`src/rtl/rf_write_arbiter.sv`:
```
// rtl/rf_write_arbiter.sv - register file write-port arbiter between WB and long-latency results
// FIFO drains into idle WB slots, a starvation guard steals slots, and a busy scoreboard flags hazards.
module rf_write_arbiter #(
    parameter int DEPTH        = 2,
    parameter int STARVE_LIMIT = 4
) (
    input  logic        clk,
    input  logic        rstn,
    input  logic        wb_en,
    input  logic [4:0]  wb_addr,
    input  logic [31:0] wb_data,
    input  logic        lu_valid,
    input  logic [4:0]  lu_addr,
    input  logic [31:0] lu_data,
    output logic        lu_ready,
    input  logic        iss_en,
    input  logic [4:0]  iss_addr,
    input  logic [4:0]  rd_addr1,
    input  logic [4:0]  rd_addr2,
    output logic        hazard1,
    output logic        hazard2,
    output logic        pipe_stall,
    output logic        rf_we,
    output logic [4:0]  rf_waddr,
    output logic [31:0] rf_wdata
);

    localparam int AW = $clog2(DEPTH);
    localparam logic [AW:0] CNT_FULL  = (AW+1)'(DEPTH);
    localparam logic [3:0]  SCNT_LIM  = 4'(STARVE_LIMIT);

    logic [AW-1:0] rd_ptr_q, rd_ptr_d;
    logic [AW-1:0] wr_ptr_q, wr_ptr_d;
    logic [AW:0]   cnt_q, cnt_d;
    logic [3:0]    scnt_q, scnt_d;
    logic [31:0]   busy_q, busy_d;
    logic [4:0]    fifo_addr_q [DEPTH];
    logic [4:0]    fifo_addr_d [DEPTH];
    logic [31:0]   fifo_data_q [DEPTH];
    logic [31:0]   fifo_data_d [DEPTH];

    logic          nonempty;
    logic          not_full;
    logic          accept;
    logic          starve;
    logic          head_grant;
    logic          wb_grant;
    logic [4:0]    head_addr;
    logic [31:0]   head_data;
    logic [4:0]    sel_addr;
    logic [31:0]   sel_data;

    always_comb begin
        nonempty   = (cnt_q != '0);
        not_full   = (cnt_q != CNT_FULL);
        accept     = lu_valid && not_full;
        head_addr  = fifo_addr_q[rd_ptr_q];
        head_data  = fifo_data_q[rd_ptr_q];
        starve     = nonempty && (scnt_q >= SCNT_LIM);
        head_grant = starve || (!wb_en && nonempty);
        wb_grant   = !starve && wb_en;
        sel_addr   = 5'd0;
        sel_data   = 32'd0;
        if (head_grant) begin
            sel_addr = head_addr;
            sel_data = head_data;
        end else if (wb_grant) begin
            sel_addr = wb_addr;
            sel_data = wb_data;
        end
    end

    // Outputs are gated by rstn so nothing leaks out while reset is held.
    always_comb begin
        lu_ready   = rstn && not_full;
        pipe_stall = rstn && starve;
        rf_we      = rstn && (head_grant || wb_grant) && (sel_addr != 5'd0);
        rf_waddr   = rstn ? sel_addr : 5'd0;
        rf_wdata   = rstn ? sel_data : 32'd0;
        hazard1    = rstn && (rd_addr1 != 5'd0) && busy_q[rd_addr1];
        hazard2    = rstn && (rd_addr2 != 5'd0) && busy_q[rd_addr2];
    end

    always_comb begin
        for (int i = 0; i < DEPTH; i++) begin
            fifo_addr_d[i] = fifo_addr_q[i];
            fifo_data_d[i] = fifo_data_q[i];
        end
        if (accept) begin
            fifo_addr_d[wr_ptr_q] = lu_addr;
            fifo_data_d[wr_ptr_q] = lu_data;
        end
        wr_ptr_d = wr_ptr_q + AW'(accept);
        rd_ptr_d = rd_ptr_q + AW'(head_grant);
        cnt_d    = cnt_q + (AW+1)'(accept) - (AW+1)'(head_grant);

        scnt_d = scnt_q;
        if (head_grant || !nonempty) begin
            scnt_d = 4'd0;
        end else if (scnt_q != 4'hF) begin
            scnt_d = scnt_q + 4'd1;
        end

        // Clear before set so a same-cycle reservation of the popped register wins.
        busy_d = busy_q;
        if (head_grant) begin
            busy_d[head_addr] = 1'b0;
        end
        if (iss_en && (iss_addr != 5'd0)) begin
            busy_d[iss_addr] = 1'b1;
        end
        busy_d[0] = 1'b0;
    end

    always_ff @(posedge clk) begin
        if (!rstn) begin
            rd_ptr_q <= '0;
            wr_ptr_q <= '0;
            cnt_q    <= '0;
            scnt_q   <= 4'd0;
            busy_q   <= 32'd0;
        end else begin
            rd_ptr_q <= rd_ptr_d;
            wr_ptr_q <= wr_ptr_d;
            cnt_q    <= cnt_d;
            scnt_q   <= scnt_d;
            busy_q   <= busy_d;
        end
    end

    // Entry storage needs no reset; the count alone decides what is valid.
    always_ff @(posedge clk) begin
        for (int i = 0; i < DEPTH; i++) begin
            fifo_addr_q[i] <= fifo_addr_d[i];
            fifo_data_q[i] <= fifo_data_d[i];
        end
    end

endmodule

```
`config.mk`:
```
export PLATFORM = sky130hd
export DESIGN_NAME = rf_write_arbiter
export DESIGN_NICKNAME = d
export VERILOG_FILES = /design/src/rtl/rf_write_arbiter.sv
export SDC_FILE = /design/constraint.sdc
export NUM_CORES = 1
export LEC_CHECK = 0
export ABC_CLOCK_PERIOD_IN_PS = 1900
export CORE_MARGIN = 2
export CORE_UTILIZATION = 45
export CTS_CLUSTER_SIZE = 16
export DETAILED_ROUTE_END_ITERATION = 7
export PLACE_DENSITY = 0.76
export SLEW_MARGIN = 20
export SYNTH_ARGS = -nofsm -noshare
export SYNTH_HDL_FRONTEND = slang
export SYNTH_SLANG_ARGS = --single-unit
```
`constraint.sdc`:
```
create_clock -name clk -period 1.9 [get_ports clk]
set_input_delay 0.285 -clock clk [delete_from_list [all_inputs] [get_ports clk]]
set_output_delay 0.285 -clock clk [all_outputs]
set_load 0.02 [all_outputs]
```
Yosys cells after proc, flatten, opt, wreduce, memory -nomap -nowiden. Memory sizes are Yosys's and may differ from the RTL's. A register that Yosys moved wholly into a read port is not among the register bits. Index checks and enable logic that the tools add are counted.

Reduce and logical (&&, ||, !) cells: 28. Add/sub/neg operators: 5. Bitwise gates (word level): 5. Mux-type cells: 26. Eq/ne operators: 2. Magnitude comparators: 9.

Operator list (number): 2-to-1 mux 32 bit (6); bitwise mux 64 bit (1); 2-to-1 mux 64 bit (1); bitwise AND 32 bit (1); demux 32 bit (select 1 bit) (1); inverter 32 bit (1); bitwise OR 32 bit (1); less-than comparator 5 x 6 -> 1 bit (second input constant) (4); 2-to-1 mux 5 bit (4); nonzero test 5 bit (4); logical AND 1 bit (16); binary-select mux 1 bit (select 5 bit) (2); bitwise mux 10 bit (1); demux 1 bit (select 5 bit) (2); >= comparator 5 x 1 -> 1 bit (second input constant) (2); 2-to-1 mux 10 bit (1); 2-to-1 mux 1 bit (6); demux 5 bit (select 1 bit) (1); adder 4 x 1 -> 4 bit (second input constant) (1); >= comparator 4 x 3 -> 1 bit (second input constant) (1); != test 4 bit (second input constant) (1); logical NOT 1 bit (3); logical OR 1 bit (3); adder 1 bit (2); other kinds (9) (9).

Memories kept: 2. RAM bits: 74. Logic and storage cells: 83. Output and inout bits: 42. Input port bits: 94. Bits in registers: 40.

Memory list: fifo_data_q (depth 2, bits a word 32, read ports 3, clocked after Yosys merged registers in 1, write ports 2, line 39) `logic [31:0] fifo_data_q [DEPTH];`; fifo_addr_q (depth 2, bits a word 5, read ports 3, clocked after Yosys merged registers in 1, write ports 2, line 37) `logic [4:0] fifo_addr_q [DEPTH];`.

Logic depth before layout (Yosys ltp). Gate-level depths: netlist of the first run.

Word-level depth: 9. Depth in mapped cells: 8. Mapped depth without buffers: 7.

Worst setup path after synthesis of the first run. Ideal clock, no wire load.

Kind: reg-to-reg. From: register cnt_q[0] (netlist name). To: memory fifo_addr_q[1][0] (enable). Clock period less this slack: 1.973 ns. Arrival: 1.575 ns. Required time: 1.502 ns. Cell stages (with the launch flop): 5. Path buffers: 0. Setup slack: -0.073 ns. Library setup time: 0.398 ns. Cell sequence: dfxtp_1 -> nand2b_1 -> nand2_1 -> inv_1 -> ha_1.

RTL lines (line): to (decl) (37).

Final worst setup path of the first run.
From: register busy_q[22]. To: output port hazard1.

Cells in the longest elaborated chain, start to end: 3.

Ends and longest elaborated chain: from (decl) (line 36) `logic [31:0] busy_q, busy_d;`; from (signal assigned) (line 127) `busy_q <= busy_d;`; binary-select mux 1 bit (select 5 bit) (line 80) `hazard1 = rstn && (rd_addr1 != 5'd0) && busy_q[rd_addr1];`; 2-to-1 mux 1 bit (implied by the code) (line 80); logical AND 1 bit (line 80); to (decl) (line 20) `output logic hazard1,`.

No other way between the ends. The select of a mux whose other input is x is not followed.

==> metrics.csv, run 1 <==
stage,metric,value,unit
synth,"Primary FF master, synth",edfxtp_1,
placement,PortBufs,135,
layout,antenna diode count,0,
placement,post-detail-place hpwl,11.4,mm
drt,DR WL/cell,20.9,µm
floorplan,num rows,41,
layout,final core utilization,0.720,
drt,drc violations,0,
sta,relative slew slack,0.621,
sta,RSZ-0062 raised after global routing,true,
worst_setup_path,crit path buf inv count,1,
global_routing,most used routing layer in global routing,met2,
floorplan,Initial Utilization,0.455,
synth,synthesized area,5680,µm²
drt,vias per cell,5.56,
cts,Worst-path clk slew,60,ps
floorplan,IO Pins,136,
synth,fraction of registers with async set/reset,0,
power_and_ir_drop,pwr dens,1240,nW/µm²
floorplan,Core Area,12500,µm²
floorplan,Die Footprint,13500,µm²
layout,final instance area,8970,µm²
sta,endpoints failing setup,41,
power_and_ir_drop,Final Power,11.1,mW
cts,clock sink total,114,
sta,Tcrit/Tclk final,1.16,
synth,Post-Syn Instances,479,
sta,Highest Clock Rate,0.452,GHz
drt,total number of vias,4883,
layout,fraction of layout cells with a size suffix above 1,0.402,
sta,Slew @ Worst Pin,561,ps
drt,total wire length,18.3,mm
floorplan,Die W,116,µm
synth,Ys Warns,0,
outcome,status,"finished, violations left",
worst_setup_path,Crit path max-delay family,multiplexers,
worst_setup_path,"Req. time, crit path",1620,ps
worst_hold_path,worst hold path startpoint,rstn,
layout,Layout Nets,791,
synth,#FFs+latches synth,114,
cts,Root Buffer,clkbuf_16,
worst_setup_path,Worst path slowest cell,mux4_2,
synth,Syn Area/Cell,11.9,µm²
placement,RD Place Congestion,0.922,
cts,H-tree depth,4,
global_routing,largest net degree at the start of global routing,38,
synth,Post-synth EDFFs,74,
global_routing,global route total overflow,0,
synth,Netlist cell types,47,
drt,1st-iter DRT viols,252,
worst_hold_path,worst hold path class,input pin to flip-flop,
floorplan,Die Height,116,µm
sta,setup ws final,-313,ps
cts,post-cts hold buffer count,0,
sta,Fin. Hold Viols,0,
drt,post-route antenna net violation count,0,
layout,final non-filler cell total,878,
global_routing,total global-route track usage,0.269,
layout,synth-to-layout area growth,58.0,%
sta,Fin Setup TNS,-8520,ps
sta,worst hold slack,288,ps
global_routing,GR Layer Usage met2,0.472,
worst_setup_path,Setup crit end kind,output port,
global_routing,grt met3 use,0.0695,
worst_setup_path,Worst Path Max Fanout,3,
worst_setup_path,critical setup path kind,flip-flop to output port,
global_routing,grt met1 use,0.312,
worst_setup_path,worst-path cell chain,"mux4_2, mux2_4, o2111ai_2, a31oi_1, buf_4",
worst_setup_path,CP Launch Point,busy_q[22],
job,max cap viols,0,
worst_setup_path,CP Launch Type,flip-flop,
worst_setup_path,Worst EP arrival,1930,ps
placement,placed instance count,816,
cts,CTS buffer count,17,
global_routing,antenna violations before repair,0,
power_and_ir_drop,Leak Pwr,3.37,nW
placement,dpl cell area,7630,µm²
sta,min Tclk post-route,2210,ps
cts,CTS tree,yes,
power_and_ir_drop,Peak VDD IR,0.745,mV
global_routing,first-pass GRT wire length,26.8,mm
placement,pre-CTS setup slack,-914,ps
cts,deepest clock path buffer count,2,
synth,Mapped Nets,577,
synth,sequential area share after synthesis,0.532,
worst_setup_path,delay of the slowest critical-path stage,460,ps
global_routing,vias in the first global route,5074,
sta,Fin Clk Skew,6.88,ps
drt,Initial DRT Pass Iterations,5,
layout,fillcell total,810,
sta,max-slew violation count,0,
cts,Clock Latency Late Sink,420,ps
outcome,failing checks,setup timing,
worst_setup_path,Critical R2R Launch,scnt_q[2],
[cell type report]
type,count,area [µm²],share of cell area
Sequential cell,114,3040,0.339
Multi-Input combinational cell,329,2860,0.319
Timing Repair Buffer,227,2260,0.252
Clock buffer,22,474,0.0529
Tap cell,172,215,0.0240
Clock inverter,10,108,0.0120
Inverter,4,15.0,0.00167
[synth_stat cells, types with 4 or more instances]
| cell | instances | area share |
|---|---|---|
| mux4_1 | 4 | 0.019 |
| o21ai_0 | 36 | 0.032 |
| buf_2 | 16 | 0.014 |
| mux2i_1 | 11 | 0.019 |
| dfxtp_1 | 40 | 0.14 |
| nand3b_1 | 7 | 0.0093 |
| nand2b_1 | 5 | 0.0055 |
| ha_1 | 4 | 0.0088 |
| nand3_1 | 7 | 0.0062 |
| clkbuf_1 | 9 | 0.0059 |
| edfxtp_1 | 74 | 0.39 |
| nor2_1 | 15 | 0.0099 |
| inv_1 | 4 | 0.0026 |
| nand2_1 | 37 | 0.024 |
| a22oi_1 | 37 | 0.049 |
| nor3_1 | 5 | 0.0044 |
| mux4_2 | 7 | 0.028 |
| a21oi_1 | 6 | 0.0053 |
| mux2_2 | 40 | 0.079 |
| and2_1 | 7 | 0.0077 |
| a21boi_1 | 29 | 0.038 |
| nor2b_1 | 42 | 0.046 |
[placed cells by master (no fill, tap or decap), drive strengths merged, types with 7 or more instances in the layout]
cell,instances
mux2i,11
nand3b,7
nor2,15
a21boi,32
a22oi,37
mux4,11
and2,7
dfxtp,40
nand3,7
clkdlybuf4s50,87
mux2,40
edfxtp,74
o21ai,37
nand2,37
buf,132
clkbuf,24
nor2b,42
[timing repair]
action | in CTS | in global routing
gates resized for setup | 304 | 39
buffers inserted | 19 | 7
setup endpoints to repair | 42 | 51
pin swaps | 18 | 32
gates cloned | 4 | 2
[worst min-delay path, stage by stage]
cell	delay, ps
buf_2	100
buf_12	150
and2_1	130
[cells by family (layout without fill, tap and decap cells)]
family,after synthesis,in the layout,synth area share
other,1,1,0.000660
muxes,62,62,0.145
buffers and inverters,36,263,0.0315
adders and majority gates,4,4,0.00881
DFF,114,114,0.532
xor gates and xnor gates,3,3,0.00463
and+or+nand+nor,135,135,0.130
AOI/OAI and AO/OA,124,124,0.147
[metal layers]
metal,part of all wire,vias up
met4,0.028,0
met5,0,-
met2,0.51,221
met3,0.070,36
li1,-,2236
met1,0.39,2390
[final timing paths]
check,end,slack [ps],cells past startpoint
max,hazard1,-310,5
min,rd_ptr_q,290,3
max reg2reg,cnt_q[1],-140,11
min reg2reg,scnt_q[0],430,1
[registers in the layout, summed over array words and instances, names as in the netlist, named ones only]
name,count
wr_ptr_q,1
rd_ptr_q,1
scnt_q,4
cnt_q,2
fifo_addr_q,10
busy_q,31
fifo_data_q,64
[power breakdown]
group	switching, mW	leakage (nW)	internal, mW	total [mW]
logic	2.27	2.07	2.55	4.82
clock network	1.12	0.283	2.02	3.13
registers	0.156	1.02	3.00	3.15
Power figures use the tool's default switching activity.
==> inputs of run 2 (changes only) <==
--- a/config.mk
+++ b/config.mk
@@ -8,10 +8,10 @@
 export ABC_CLOCK_PERIOD_IN_PS = 1900
 export CORE_MARGIN = 2
 export CORE_UTILIZATION = 45
+export CTS_CLUSTER_DIAMETER = 80
 export CTS_CLUSTER_SIZE = 16
 export DETAILED_ROUTE_END_ITERATION = 7
 export PLACE_DENSITY = 0.76
-export SLEW_MARGIN = 20
 export SYNTH_ARGS = -nofsm -noshare
 export SYNTH_HDL_FRONTEND = slang
 export SYNTH_SLANG_ARGS = --single-unit
==> results of run 2 <==
Final layout, timing and power as in run 1 (identical DEF).
==> inputs of run 3 (changes only) <==
--- a/config.mk
+++ b/config.mk
@@ -12,6 +12,7 @@
 export CTS_CLUSTER_SIZE = 16
 export DETAILED_ROUTE_END_ITERATION = 7
 export PLACE_DENSITY = 0.76
+export REMOVE_ABC_BUFFERS = 1
 export SYNTH_ARGS = -nofsm -noshare
 export SYNTH_HDL_FRONTEND = slang
 export SYNTH_SLANG_ARGS = --single-unit
==> metrics.csv, run 3 (synthesized netlist as in run 1, its figures left out) <==
stage,metric,value,unit,change
cts,Root Buffer,clkbuf_16,,
placement,RD Place Congestion,0.950,,+3.1%
cts,Worst-path clk slew,60,ps,about the same
worst_setup_path,Crit path max-delay family,multiplexers,,
worst_setup_path,worst-path cell chain,"mux4_2, mux2_4, o2111ai_2, a31oi_1, buf_4",,
drt,DR WL/cell,22.0,µm,+5.6%
cts,deepest clock path buffer count,2,,unchanged
global_routing,grt met3 use,0.0727,,+0.00311
worst_setup_path,Critical R2R Launch,scnt_q[3],,
global_routing,global route total overflow,0,,unchanged
worst_setup_path,delay of the slowest critical-path stage,450,ps,about the same
layout,Layout Nets,797,,+0.76%
floorplan,Initial Utilization,0.455,,unchanged
worst_setup_path,Worst Path Max Fanout,3,,unchanged
drt,Initial DRT Pass Iterations,5,,unchanged
worst_setup_path,Reg-to-Reg End,cnt_q[1],,
job,max cap viols,0,,unchanged
floorplan,Die Footprint,13500,µm²,unchanged
layout,antenna diode count,0,,unchanged
layout,Top reg by flops,fifo_data_q,,
worst_setup_path,"Req. time, crit path",1620,ps,about the same
global_routing,antenna violations before repair,0,,unchanged
cts,clock sink total,114,,unchanged
worst_setup_path,critical setup path kind,flip-flop to output port,,
sta,max-slew violation count,0,,unchanged
global_routing,total global-route track usage,0.269,,about the same
cts,CTS buffer count,17,,unchanged
sta,setup ws final,-288,ps,+25.2 ps
worst_setup_path,R2R depth,11,,unchanged
sta,RSZ-0062 raised after global routing,true,,
worst_setup_path,Setup crit end kind,output port,,
power_and_ir_drop,Peak VDD IR,0.925,mV,+24%
global_routing,most used routing layer in global routing,met2,,
sta,worst hold slack,277,ps,-10.5 ps
global_routing,first-pass GRT wire length,26.9,mm,+0.49%
worst_setup_path,Worst path slowest cell,mux4_2,,
floorplan,Die Height,116,µm,unchanged
outcome,failing checks,setup timing,,
floorplan,IO Pins,136,,unchanged
worst_setup_path,Worst setup endpoint,hazard1,,
worst_setup_path,Worst EP arrival,1900,ps,-30 ps
power_and_ir_drop,pwr dens,1240,nW/µm²,+0.49%
placement,dpl cell area,7580,µm²,-0.72%
layout,fraction of layout cells with a size suffix above 1,0.416,,+0.0135
layout,final core utilization,0.729,,+0.00893
placement,pre-CTS setup slack,-921,ps,-6.78 ps
drt,total wire length,19.5,mm,+6.3%
sta,Highest Clock Rate,0.457,GHz,+1.2%
floorplan,Core Area,12500,µm²,unchanged
sta,endpoints failing setup,41,,unchanged
floorplan,num rows,41,,unchanged
worst_hold_path,worst hold path stage count,3,,unchanged
layout,max FFs per register,64,,unchanged
layout,synth-to-layout area growth,60.0,%,
global_routing,GR Layer Usage met2,0.474,,+0.00194
global_routing,vias in the first global route,5135,,+1.2%
cts,Clock Latency Late Sink,420,ps,about the same
worst_setup_path,CP Launch Type,flip-flop,,
sta,Tcrit/Tclk final,1.15,,-0.0132
drt,1st-iter DRT viols,390,,+55%
layout,Regs by FF count,"fifo_data_q (64), busy_q (31), fifo_addr_q (10)",,
drt,vias per cell,5.66,,+1.8%
worst_setup_path,crit path buf inv count,1,,unchanged
drt,total number of vias,5005,,+2.5%
sta,min Tclk post-route,2190,ps,-25.2 ps
cts,H-tree depth,4,,unchanged
floorplan,Die W,116,µm,unchanged
sta,Fin. Hold Viols,0,,unchanged
placement,PortBufs,135,,unchanged
layout,"commonest non-fill, non-tap cell in the layout",clkdlybuf4s50_1,,
worst_hold_path,worst hold path class,input pin to flip-flop,,
worst_setup_path,Crit. path cell count,5,,unchanged
outcome,status,"finished, violations left",,
sta,Fin Clk Skew,9.12,ps,+2.24 ps
global_routing,largest net degree at the start of global routing,34,,-11%
cts,CTS tree,yes,,
drt,drc violations,0,,unchanged
layout,final instance area,9080,µm²,+1.2%
placement,post-detail-place hpwl,10.9,mm,-4.9%
drt,post-route antenna net violation count,0,,unchanged
global_routing,grt met1 use,0.298,,-0.0144
worst_setup_path,CP Launch Point,busy_q[18],,
power_and_ir_drop,Final Power,11.3,mW,+1.7%
power_and_ir_drop,Leak Pwr,3.45,nW,+2.3%
worst_setup_path,R2R Setup Slk,-160,ps,-20 ps
layout,most frequent cells in the layout,"87 x clkdlybuf4s50_1, 84 x buf_4, 74 x edfxtp_1, 41 x nor2b_1, 36 x a22oi_2",,
run 3: cell types whose count changed in the layout (fill, tap and decap cells not counted), sizes merged:
cell,previous run,this run
clkinv,6,4
clkbuf,24,21
dlygate4sd2,6,4
bufinv,2,0
inv,4,12
buf,132,137
clkinvlp,2,3
dlymetal6s2s,0,1
run 3: timing repair:
action | in CTS | in global routing
pin swaps | 25 | 39
gates resized for setup | 317 | 58
cloned | 7 | 3
hold buffers | 0 | 0
buffers inserted | 32 | 11
setup endpoints to repair | 43 | 41
run 3: how the worst min path moves through the flow:
stage                from                 to  slack (ps)
6_report             rstn          scnt_q[0]         280
5_1_grt              rstn          scnt_q[0]         280
4_1_cts              rstn          scnt_q[0]         270
3_5_place_dp    scnt_q[0]          scnt_q[0]         430
3_3_place_gp    scnt_q[0]          scnt_q[0]         410
2_1_floorplan  lu_addr[0]  fifo_addr_q[0][0]         380
run 3: per-layer routing:
metal  vias to the layer above  part of all wire  wire length [µm]
li1                       2251                 -                 -
met5                         -                 0                 0
met4                         0             0.035               683
met2                       251              0.53             10200
met3                        47             0.062              1210
met1                      2456              0.38              7340
run 3: power by group:
group	switching, mW	internal (mW)	leakage (nW)
combinational	2.38	2.80	2.16
clock	1.26	1.70	0.263
sequential	0.147	3.00	1.02
total	3.79	7.51	3.45
run 3: worst reg2reg max path, stage by stage (launching register included):
cell	delay, ps
dfxtp_2	350
nor2_4	50
buf_6	110
a21oi_4	170
buf_12	170
buf_12	140
buf_8	100
xnor2_2	100
ha_2	220
xor2_2	210
nand3_1	120
and3b_1	200
run 3: cell type report:
class / count / area [µm²]
clock inverters: 15 / 124
clock buffers: 17 / 425
multi-input cells: 329 / 2880
inverters: 4 / 15.0
fillers: 779 / 3380
flip-flops and latches: 114 / 3040
well taps: 172 / 215
repair buffers: 233 / 2380
run 3: stage by stage:
stage / TNS [ps] / instances
2_1_floorplan: -54480 / 447
3_3_place_gp: -20400 / 807
3_5_place_dp: -23670 / 807
4_1_cts: -7560 / 878
5_1_grt: -10290 / 884
6_report: -7670 / 884
